===== src/rtl/usb_ft245_fifo_bridge.sv =====
// FT245 USB FIFO chip <-> register-controller byte bridge: RX/TX FIFOs plus an RD#/WR# pin-timing FSM.
// Latency: popped RX byte is registered (valid the cycle after rx_req); chip bytes enter the RX FIFO at the end of RD#.
// Backpressure: tx_full at DEPTH-1, pushes beyond DEPTH drop; chip reads stall while the RX FIFO is full.

module usb_ft245_fifo_bridge_fifo #(
    parameter int AW = 4,
    parameter int W  = 8
) (
    input  logic         clk_i,
    input  logic         rst_n_i,
    input  logic         push_i,
    input  logic [W-1:0] push_dat_i,
    input  logic         pop_i,
    output logic [W-1:0] head_dat_o,
    output logic [AW:0]  count_o,
    output logic         full_o,
    output logic         empty_o
);
    localparam int DEPTH = 1 << AW;

    logic [W-1:0] mem_q [DEPTH];
    logic [AW:0]  wr_ptr_q, wr_ptr_d;
    logic [AW:0]  rd_ptr_q, rd_ptr_d;
    logic         do_push, do_pop;

    // Extra pointer bit distinguishes full from empty when the index bits match.
    assign empty_o    = (wr_ptr_q == rd_ptr_q);
    assign full_o     = (wr_ptr_q[AW] != rd_ptr_q[AW]) && (wr_ptr_q[AW-1:0] == rd_ptr_q[AW-1:0]);
    assign count_o    = wr_ptr_q - rd_ptr_q;
    assign head_dat_o = mem_q[rd_ptr_q[AW-1:0]];

    assign do_push  = push_i && !full_o;
    assign do_pop   = pop_i && !empty_o;
    assign wr_ptr_d = do_push ? wr_ptr_q + (AW+1)'(1) : wr_ptr_q;
    assign rd_ptr_d = do_pop  ? rd_ptr_q + (AW+1)'(1) : rd_ptr_q;

    always_ff @(posedge clk_i) begin
        if (do_push) begin
            mem_q[wr_ptr_q[AW-1:0]] <= push_dat_i;
        end
    end

    always_ff @(posedge clk_i or negedge rst_n_i) begin
        if (!rst_n_i) begin
            wr_ptr_q <= '0;
            rd_ptr_q <= '0;
        end else begin
            wr_ptr_q <= wr_ptr_d;
            rd_ptr_q <= rd_ptr_d;
        end
    end
endmodule

module usb_ft245_fifo_bridge #(
    parameter int FIFO_AW  = 4,
    parameter int RD_PULSE = 4,
    parameter int WR_PULSE = 4,
    parameter int RECOV    = 3,
    parameter int SETUP    = 1
) (
    input  logic       I_sys_clk,
    input  logic       I_sys_rst_n,
    input  logic       I_ft_rxf_n,
    input  logic       I_ft_txe_n,
    output logic       O_ft_rd_n,
    output logic       O_ft_wr_n,
    input  logic [7:0] I_ft_data,
    output logic [7:0] O_ft_data,
    output logic       O_ft_data_oe,
    input  logic       I_usb_uart_rx_req,
    output logic [7:0] O_usb_uart_rx_data,
    output logic       O_usb_uart_rx_empty,
    input  logic       I_usb_uart_tx_req,
    input  logic [7:0] I_usb_uart_tx_data,
    output logic       O_usb_uart_tx_full,
    output logic       O_rx_underrun,
    output logic       O_tx_drop
);
    localparam int                 DEPTH      = 1 << FIFO_AW;
    localparam logic [FIFO_AW:0]   TX_ALMOST  = (FIFO_AW+1)'(DEPTH - 1);
    // Phase counter is 4 bits, so every timing parameter must be 1..15.
    localparam logic [3:0]         RD_LAST    = 4'(RD_PULSE - 1);
    localparam logic [3:0]         WR_LAST    = 4'(WR_PULSE - 1);
    localparam logic [3:0]         RECOV_LAST = 4'(RECOV - 1);
    localparam logic [3:0]         SETUP_LAST = 4'(SETUP - 1);

    typedef enum logic [2:0] {
        S_IDLE, S_RD_LOW, S_RD_RECOV, S_WR_SETUP, S_WR_LOW, S_WR_RECOV
    } state_t;

    state_t           state_q, state_d;
    logic [3:0]       phase_q, phase_d;
    logic             last_wr_q, last_wr_d;
    logic [7:0]       ft_data_q;
    logic             rxf_meta_q, rxf_sync_q, txe_meta_q, txe_sync_q;
    logic [7:0]       rx_data_q;
    logic             rx_underrun_q, tx_drop_q;

    logic             rd_n, wr_n, oe, rx_push, tx_pop;
    logic             rd_ok, wr_ok, rx_pop;
    logic [7:0]       rx_head, tx_head;
    logic [FIFO_AW:0] rx_count, tx_count;
    logic             rx_full, rx_fifo_empty, tx_full_true, tx_empty;

    usb_ft245_fifo_bridge_fifo #(.AW(FIFO_AW), .W(8)) u_rx_fifo (
        .clk_i      (I_sys_clk),
        .rst_n_i    (I_sys_rst_n),
        .push_i     (rx_push),
        .push_dat_i (I_ft_data),
        .pop_i      (rx_pop),
        .head_dat_o (rx_head),
        .count_o    (rx_count),
        .full_o     (rx_full),
        .empty_o    (rx_fifo_empty)
    );

    usb_ft245_fifo_bridge_fifo #(.AW(FIFO_AW), .W(8)) u_tx_fifo (
        .clk_i      (I_sys_clk),
        .rst_n_i    (I_sys_rst_n),
        .push_i     (I_usb_uart_tx_req),
        .push_dat_i (I_usb_uart_tx_data),
        .pop_i      (tx_pop),
        .head_dat_o (tx_head),
        .count_o    (tx_count),
        .full_o     (tx_full_true),
        .empty_o    (tx_empty)
    );

    assign rx_pop = I_usb_uart_rx_req && !rx_fifo_empty;

    always_ff @(posedge I_sys_clk or negedge I_sys_rst_n) begin
        if (!I_sys_rst_n) begin
            rxf_meta_q    <= 1'b1;
            rxf_sync_q    <= 1'b1;
            txe_meta_q    <= 1'b1;
            txe_sync_q    <= 1'b1;
            rx_data_q     <= '0;
            rx_underrun_q <= 1'b0;
            tx_drop_q     <= 1'b0;
        end else begin
            rxf_meta_q    <= I_ft_rxf_n;
            rxf_sync_q    <= rxf_meta_q;
            txe_meta_q    <= I_ft_txe_n;
            txe_sync_q    <= txe_meta_q;
            if (rx_pop) begin
                rx_data_q <= rx_head;
            end
            rx_underrun_q <= I_usb_uart_rx_req && rx_fifo_empty;
            tx_drop_q     <= I_usb_uart_tx_req && tx_full_true;
        end
    end

    always_ff @(posedge I_sys_clk or negedge I_sys_rst_n) begin
        if (!I_sys_rst_n) begin
            state_q   <= S_IDLE;
            phase_q   <= '0;
            last_wr_q <= 1'b1;
            ft_data_q <= '0;
        end else begin
            state_q   <= state_d;
            phase_q   <= phase_d;
            last_wr_q <= last_wr_d;
            if (tx_pop) begin
                ft_data_q <= tx_head;
            end
        end
    end

    assign rd_ok = !rxf_sync_q && !rx_full;
    assign wr_ok = !txe_sync_q && !tx_empty;

    always_comb begin
        state_d   = state_q;
        phase_d   = phase_q;
        last_wr_d = last_wr_q;
        case (state_q)
            S_IDLE: begin
                phase_d = '0;
                // Contention goes to whichever direction was not served last.
                if (rd_ok && (!wr_ok || last_wr_q)) begin
                    state_d   = S_RD_LOW;
                    last_wr_d = 1'b0;
                end else if (wr_ok) begin
                    state_d   = S_WR_SETUP;
                    last_wr_d = 1'b1;
                end
            end
            S_RD_LOW: begin
                if (phase_q == RD_LAST) begin
                    state_d = S_RD_RECOV;
                    phase_d = '0;
                end else begin
                    phase_d = phase_q + 4'd1;
                end
            end
            S_WR_SETUP: begin
                if (phase_q == SETUP_LAST) begin
                    state_d = S_WR_LOW;
                    phase_d = '0;
                end else begin
                    phase_d = phase_q + 4'd1;
                end
            end
            S_WR_LOW: begin
                if (phase_q == WR_LAST) begin
                    state_d = S_WR_RECOV;
                    phase_d = '0;
                end else begin
                    phase_d = phase_q + 4'd1;
                end
            end
            S_RD_RECOV, S_WR_RECOV: begin
                if (phase_q == RECOV_LAST) begin
                    state_d = S_IDLE;
                    phase_d = '0;
                end else begin
                    phase_d = phase_q + 4'd1;
                end
            end
            default: begin
                state_d = S_IDLE;
                phase_d = '0;
            end
        endcase
    end

    always_comb begin
        rd_n    = 1'b1;
        wr_n    = 1'b1;
        oe      = 1'b0;
        rx_push = 1'b0;
        tx_pop  = 1'b0;
        case (state_q)
            S_IDLE:     tx_pop = (state_d == S_WR_SETUP);
            S_RD_LOW: begin
                rd_n    = 1'b0;
                rx_push = (phase_q == RD_LAST);
            end
            S_WR_SETUP: oe = 1'b1;
            S_WR_LOW: begin
                oe   = 1'b1;
                wr_n = 1'b0;
            end
            // Data stays driven one cycle past WR# rising for hold time.
            S_WR_RECOV: oe = (phase_q == 4'd0);
            default:    oe = 1'b0;
        endcase
    end

    assign O_ft_rd_n           = rd_n;
    assign O_ft_wr_n           = wr_n;
    assign O_ft_data_oe        = oe;
    assign O_ft_data           = ft_data_q;
    assign O_usb_uart_rx_data  = rx_data_q;
    assign O_usb_uart_rx_empty = (rx_count == '0);
    assign O_usb_uart_tx_full  = (tx_count >= TX_ALMOST);
    assign O_rx_underrun       = rx_underrun_q;
    assign O_tx_drop           = tx_drop_q;
endmodule


===== config.mk =====
export PLATFORM = sky130hd
export DESIGN_NAME = usb_ft245_fifo_bridge
export DESIGN_NICKNAME = d
export VERILOG_FILES = /design/src/rtl/usb_ft245_fifo_bridge.sv
export SDC_FILE = /design/constraint.sdc
export NUM_CORES = 1
export LEC_CHECK = 0
export CAP_MARGIN = 20
export CORE_MARGIN = 5
export CORE_UTILIZATION = 61
export DETAILED_ROUTE_END_ITERATION = 10
export MAX_ROUTING_LAYER = met4
export PLACE_DENSITY = 0.84
export SYNTH_ARGS = -nofsm -noshare
export SYNTH_HDL_FRONTEND = slang
export SYNTH_SLANG_ARGS = --single-unit

===== constraint.sdc =====
create_clock -name I_sys_clk -period 3.8 [get_ports I_sys_clk]
set_input_delay 0.76 -clock I_sys_clk [delete_from_list [all_inputs] [get_ports I_sys_clk]]
set_output_delay 0.76 -clock I_sys_clk [all_outputs]
set_load 0.005 [all_outputs]

==> results of run 1 <==
==> power groups by stage <==
stage               registers (mW)  logic, mW  clock network [mW]
finish                        4.31       3.24                2.93
global route                  4.35       3.53                3.13
CTS                           4.30       3.25                2.97
detailed placement            4.36       3.20                   0
global placement              4.33       3.05                   0
floorplan                     4.24       2.32                   0
==> registers in the layout, summed over array words and instances (netlist names) <==
signal,flops
O_ft_data,8
O_rx_underrun,1
O_tx_drop,1
O_usb_uart_rx_data,8
last_wr_q,1
phase_q,4
rxf_meta_q,1
rxf_sync_q,1
state_q,3
txe_meta_q,1
txe_sync_q,1
u_rx_fifo.mem_q,128
u_rx_fifo.rd_ptr_q,5
u_rx_fifo.wr_ptr_q,5
u_tx_fifo.mem_q,128
u_tx_fifo.rd_ptr_q,5
u_tx_fifo.wr_ptr_q,5
==> per-layer routing <==
layer	vias up	part of all wire
li1	2851	-
met4	0	0.027
met3	53	0.062
met2	286	0.54
met5	-	0
met1	3349	0.37
==> metrics by stage <==
| step | area (µm²) | hold WS, ns |
|---|---|---|
| 4_1_cts | 14200 | 0.303 |
| 3_5_place_dp | 13200 | 0.351 |
| 2_1_floorplan | 12500 | 0.345 |
| 3_3_place_gp | 13200 | 0.348 |
| 5_1_grt | 14200 | 0.334 |
| 6_report | 14200 | 0.302 |
==> worst max-delay path: cells and delay by family, from the launching register on <==
kind | cells | cell delay, ns
AOI/OAI and AO/OA | 3 | 0.56
xor gates and xnor gates | 1 | 0.08
adders and majority gates | 2 | 0.57
buffers and inverters | 3 | 0.72
DFF | 1 | 0.42
==> cell type report <==
class	count	area, µm²
Antenna cell	1	2.50
Clock buffer	38	800
Clock inverter	16	180
Fill cell	1167	6000
Inverter	19	73.8
Multi-Input combinational cell	342	3380
Sequential cell	306	8950
Tap cell	270	338
Timing Repair Buffer	55	518
==> cell usage after synthesis (all sizes together), types with 2 or more instances <==
| master | n | share of area |
|---|---|---|
| and4 | 2 | 0.0014 |
| o21ai | 8 | 0.0032 |
| a22oi | 8 | 0.0048 |
| mux2 | 9 | 0.0084 |
| nand3 | 7 | 0.0028 |
| nand3b | 4 | 0.0024 |
| or2 | 2 | 0.0010 |
| o31ai | 2 | 0.0012 |
| edfxtp | 256 | 0.61 |
| xnor2 | 19 | 0.014 |
| inv | 19 | 0.0057 |
| a211oi | 2 | 0.0012 |
| mux4 | 51 | 0.092 |
| nor3b | 4 | 0.0024 |
| mux2i | 54 | 0.043 |
| clkbuf | 14 | 0.0042 |
| a21oi | 8 | 0.0032 |
| nand4 | 7 | 0.0035 |
| and3 | 6 | 0.0030 |
| a21o | 3 | 0.0018 |
| a31oi | 7 | 0.0035 |
| or3 | 2 | 0.0010 |
| dfstp | 5 | 0.010 |
| ha | 22 | 0.022 |
| or3b | 4 | 0.0028 |
| nand2 | 12 | 0.0036 |
| nor3 | 5 | 0.0020 |
| nand2b | 4 | 0.0020 |
| fa | 2 | 0.0032 |
| o22ai | 16 | 0.0080 |
| buf | 16 | 0.0065 |
| nor2b | 4 | 0.0020 |
| dfrtp | 45 | 0.090 |
| xor2 | 5 | 0.0035 |
| a21boi | 4 | 0.0024 |
| and2 | 16 | 0.0080 |
| nor2 | 36 | 0.011 |
==> cell families (layout without fill, tap and decap cells) <==
family                   after synthesis  count (layout)  share of synthesized area
AND/OR/NAND/NOR                      117             117                     0.0500
other                                  0               1                          0
buffers and inverters                 49             128                     0.0164
multiplexers                         114             114                      0.144
XOR/XNOR                              24              24                     0.0174
flip-flops                           306             306                      0.714
AO/OA/AOI/OAI                         63              63                     0.0331
adder cells (fa/ha/maj)               24              24                     0.0252
==> how the worst max path moves through the flow <==
stage,start,to
2_1_floorplan,u_tx_fifo.rd_ptr_q[1],u_tx_fifo.mem_q[3][0]
3_3_place_gp,u_rx_fifo.wr_ptr_q[0],O_usb_uart_rx_empty
3_5_place_dp,u_tx_fifo.rd_ptr_q[1],u_tx_fifo.mem_q[8][0]
4_1_cts,u_rx_fifo.wr_ptr_q[0],O_usb_uart_rx_empty
5_1_grt,u_rx_fifo.wr_ptr_q[0],O_usb_uart_rx_empty
6_report,u_rx_fifo.wr_ptr_q[0],O_usb_uart_rx_empty
==> what timing repair did <==
action	CTS	global route
endpoints found under the setup margin	0	2
resized for setup	0	5
hold buffers	0	0
==> flow_metrics.py, run 1 <==
metrics = {
    "synth": {
        "yosys_most_used_dff": "edfxtp_1",
        "synth_edf_count": 256,
        "synth_seq_area_share": 0.714,
        "synth_nets": 743,
        "syn_inst": 697,
        "syn_area_per_cell_um2": 18.0,
        "ys_async_sr_fraction": 0.163,
        "synth_area_um2": 12500,
        "synth_cell_types": 54,
        "ys_ff_latch": 306,
        "ys_warn_count": 0,
    },
    "power_and_ir_drop": {
        "power_mw": 10.5,
        "vdd_drop_max_mv": 0.474,
        "netSwitchingPower_mw": 3.16,
        "pwr-share-seq": 0.411,
        "combinationalPowerShare": 0.309,
        "clkPwrFrac": 0.280,
        "static-leakage-power_nw": 4.97,
        "swShare": 0.301,
        "internal_power_mw": 7.33,
        "power_density_nw_per_um2": 737,
    },
    "routing": {
        "vias": 6539,
        "routed_wirelength_um": 25700,
        "post-route-drc-count": 0,
        "drt-wirelength-per-cell_um": 24.6,
        "dr.first_iter.drc_count": 503,
        "ant_nets": 0,
        "dr.pass1.iters": 5,
        "vias_per_cell": 6.25,
    },
    "global_routing": {
        "use_met2": 0.388,
        "met1_usage": 0.278,
        "grt_pass1_wl_um": 39600,
        "met3_usage": 0.0328,
        "globalRoute.busiestLayer": "met2",
        "gr-total-overflow": 0,
        "grt_start_max_net_pins": 49,
        "track_usage": 0.225,
        "grt_pass1_vias": 6859,
        "grt_antenna_before_repair": 1,
    },
    "clock_tree": {
        "clkTransAtPathRegs_ns": 0.06,
        "cts-root-buf": "clkbuf_16",
        "cts.htree.levels": 1,
        "clock_latency_ns": 0.54,
        "numCtsBuffers": 29,
        "clock-sinks": 306,
        "clk_path_buf_depth": 3,
        "cts_tree": "yes",
        "cts_setup_buffers": 0,
    },
    "hold_path": {
        "hp-class": "primary input to asynchronous set/reset pin",
    },
    "die": {
        "core-area_um2": 20200,
        "die_area_um2": 23500,
        "io_pins": 45,
        "die_h_um": 153,
        "dieWidth_um": 153,
        "row_count": 52,
        "initial_core_util": 0.619,
    },
    "critical_path": {
        "critPathCaptureType": "primary output",
        "start_kind": "flip-flop",
        "regToRegStartpoint": "u_tx_fifo.rd_ptr_q[1]",
        "reg2reg_slack_ns": 0.64,
        "cp.arrival_ns": 2.88,
        "path_cells": "inv_2, ha_1, inv_1, fa_1, a21o_1, a21oi_2, xnor2_1, a211oi_1, clkdlybuf4s50_1",
        "crit_type": "flip-flop to primary output",
        "required_ns": 3.04,
        "max_stage_delay_ns": 0.55,
        "crit_fanout": 4,
        "cpMaxStageDelayCell": "clkdlybuf4s50_1",
        "r2r_cells": 6,
        "timing.rr.end": "u_tx_fifo.mem_q[8][0]",
    },
    "timing": {
        "finalSetupViolCount": 0,
        "rsz0062_at_grt": "no",
        "setup_slack_ns": 0.161,
        "fin_skew_ns": 0.0102,
        "fin_crit_ns": 3.64,
        "tns_ns": 0,
        "fmaxAchievable_mhz": 275,
        "drv_slew": 0,
        "tightest_slew_ns": 0.833,
        "min_period_over_period": 0.958,
        "relSlewSlack": 0.443,
        "finalHoldViolations": 0,
    },
    "cells_and_area": {
        "layout_commonest_cell": "edfxtp_1",
        "layout_common_cells": "256 x edfxtp_1, 54 x mux2i_1, 50 x mux4_2",
        "nets": 799,
        "syn_to_final_growth_pct": 13.7,
        "finalNonFillerCells": 1047,
        "final_util": 0.704,
        "layout-drive-gt1-share": 0.170,
    },
    "run_status": {
        "outcome": "completed",
    },
    "run": {
        "maxCapViolCount": 0,
    },
    "place": {
        "dp_slack_ns": 0.512,
        "portBuffers": 44,
        "dp.final_hpwl_um": 16300,
        "placedCellCount": 992,
        "place.gp.congestion": 0.860,
    },
}
Power figures use the tool's default switching activity.
==> run 2, diff against run 1 <==
--- a/config.mk
+++ b/config.mk
@@ -7,10 +7,11 @@
 export LEC_CHECK = 0
 export CAP_MARGIN = 20
 export CORE_MARGIN = 5
-export CORE_UTILIZATION = 61
+export CORE_UTILIZATION = 49
+export CTS_CLUSTER_DIAMETER = 100
 export DETAILED_ROUTE_END_ITERATION = 10
 export MAX_ROUTING_LAYER = met4
-export PLACE_DENSITY = 0.84
+export PLACE_DENSITY = 0.7
 export SYNTH_ARGS = -nofsm -noshare
 export SYNTH_HDL_FRONTEND = slang
 export SYNTH_SLANG_ARGS = --single-unit
==> flow_metrics.py, run 2 (synthesized netlist as in run 1, its figures left out) <==
metrics = {
    "run_status": {
        "outcome": "completed",
    },
    "critical_path": {
        "start_kind": "flip-flop",
        "cp.arrival_ns": 2.79,
        "r2r_cells": 7,
        "max_stage_delay_ns": 0.54,
        "regToRegStartpoint": "u_tx_fifo.rd_ptr_q[3]",
        "timing.rr.end": "u_tx_fifo.mem_q[14][6]",
        "critPathCaptureType": "primary output",
        "crit_fanout": 4,
        "cpMaxStageDelayCell": "clkdlybuf4s50_1",
        "path_cells": "inv_2, ha_1, inv_1, fa_1, a21o_1, a21oi_2, xnor2_1, o31ai_1, clkdlybuf4s50_1",
        "required_ns": 3.04,
        "crit_type": "flip-flop to primary output",
        "reg2reg_slack_ns": 0.76,
    },
    "die": {
        "dieWidth_um": 170,
        "core-area_um2": 25200,
        "initial_core_util": 0.497,
        "row_count": 58,
        "die_area_um2": 28800,
        "die_h_um": 170,
        "io_pins": 45,
    },
    "cells_and_area": {
        "layout-drive-gt1-share": 0.168,
        "syn_to_final_growth_pct": 14.5,
        "fill_cells": 1860,
        "nets": 800,
        "layout_commonest_cell": "edfxtp_1",
        "layout_common_cells": "256 x edfxtp_1, 54 x mux2i_1, 50 x mux4_2",
    },
    "clock_tree": {
        "cts.htree.levels": 1,
        "clock-sinks": 306,
        "clkTransAtPathRegs_ns": 0.06,
        "cts_tree": "yes",
        "cts_setup_buffers": 0,
        "clk_path_buf_depth": 3,
        "numCtsBuffers": 30,
        "cts-root-buf": "clkbuf_16",
        "clock_latency_ns": 0.55,
    },
    "place": {
        "place.gp.congestion": 0.833,
        "dp.final_hpwl_um": 15800,
        "portBuffers": 44,
    },
    "timing": {
        "finalHoldViolations": 0,
        "relSlewSlack": 0.371,
        "fmaxAchievable_mhz": 282,
        "tns_ns": 0,
        "fin_skew_ns": 0.0241,
        "finalSetupViolCount": 0,
        "tightest_slew_ns": 0.943,
        "fin_crit_ns": 3.55,
        "min_period_over_period": 0.934,
        "hold_ws_ns": 0.355,
        "rsz0062_at_grt": "no",
        "drv_slew": 0,
    },
    "global_routing": {
        "gr-total-overflow": 0,
        "track_usage": 0.177,
        "grt_antenna_before_repair": 1,
        "grt_start_max_net_pins": 49,
        "grt_pass1_vias": 6710,
        "grt_pass1_wl_um": 38400,
    },
    "routing": {
        "wl_met2_um": 12800,
        "vias_per_cell": 5.72,
        "drt-wirelength-per-cell_um": 22.1,
        "routed_wirelength_um": 24500,
        "top_layer": "met4",
        "vias": 6343,
        "wl_met3_um": 1210,
        "post-route-drc-count": 0,
        "dr.first_iter.drc_count": 448,
        "met1_length_um": 10100,
        "ant_nets": 0,
        "dr.pass1.iters": 5,
    },
    "hold_path": {
        "hp-class": "primary input to asynchronous set/reset pin",
    },
    "run": {
        "maxCapViolCount": 0,
    },
    "power_and_ir_drop": {
        "vdd_drop_max_mv": 0.497,
        "power_density_nw_per_um2": 735,
        "static-leakage-power_nw": 4.98,
    },
}
==> run 2: cell type report <==
class	instances	area, µm²	share of cell area
Timing Repair Buffer	55	517	0.0360
Sequential cell	306	8950	0.624
Clock inverter	21	243	0.0169
Clock buffer	35	769	0.0537
Inverter	19	76.3	0.00532
Antenna cell	1	2.50	0.000174
Multi-Input combinational cell	342	3370	0.235
Tap cell	330	413	0.0288
==> run 2: critical path, delay by kind of cell, from the launching register on <==
kind	cells	cell delay (ns)
buf+inv	3	0.72
compound gates	3	0.44
flops	1	0.42
fa+ha+maj	2	0.59
xor+xnor	1	0.08
==> run 2: how the worst max path moves through the flow <==
stage,from,to,slack (ns),cells past startpoint
floorplan,u_tx_fifo.rd_ptr_q[1],u_tx_fifo.mem_q[3][0],0.61,7
global placement,u_tx_fifo.rd_ptr_q[1],O_usb_uart_tx_full,0.65,7
detailed placement,u_tx_fifo.rd_ptr_q[1],u_tx_fifo.mem_q[11][0],0.54,6
CTS,u_tx_fifo.wr_ptr_q[0],O_usb_uart_tx_full,0.12,9
global route,u_tx_fifo.rd_ptr_q[1],O_usb_uart_tx_full,0.01,7
finish,u_tx_fifo.wr_ptr_q[0],O_usb_uart_tx_full,0.25,9
==> run 2: timing repair <==
item / in CTS / in global routing
resized for setup: 2 / 3
hold buffers: 0 / 0
pin swaps: 0 / 0
endpoints found under the setup margin: 2 / 1
==> run 2: report_power, final <==
part           switching [mW]  internal, mW
combinational            1.67          1.55
sequential              0.284          4.02
clock                    1.21          1.79
total                    3.17          7.37
==> run 2: through the flow <==
stage / setup WS (ns) / std cells / power (mW) / instance area [µm²] / util
3_3_place_gp: 0.651 / 1052 / 7.49 / 13300 / 0.529
2_1_floorplan: 0.612 / 697 / 6.56 / 12500 / -
6_report: 0.249 / 1109 / 10.5 / 14300 / 0.570
3_5_place_dp: 0.535 / 1052 / 7.59 / 13300 / 0.529
5_1_grt: 0.0104 / 1109 / 11.1 / 14300 / 0.570
4_1_cts: 0.122 / 1108 / 10.6 / 14300 / 0.569
==> run 2: layer usage <==
metal / global-route usage / vias to the layer above
met5: - / -
met4: 0.0382 / 0
met3: 0.0256 / 33
met2: 0.294 / 170
met1: 0.236 / 3286
li1: - / 2854
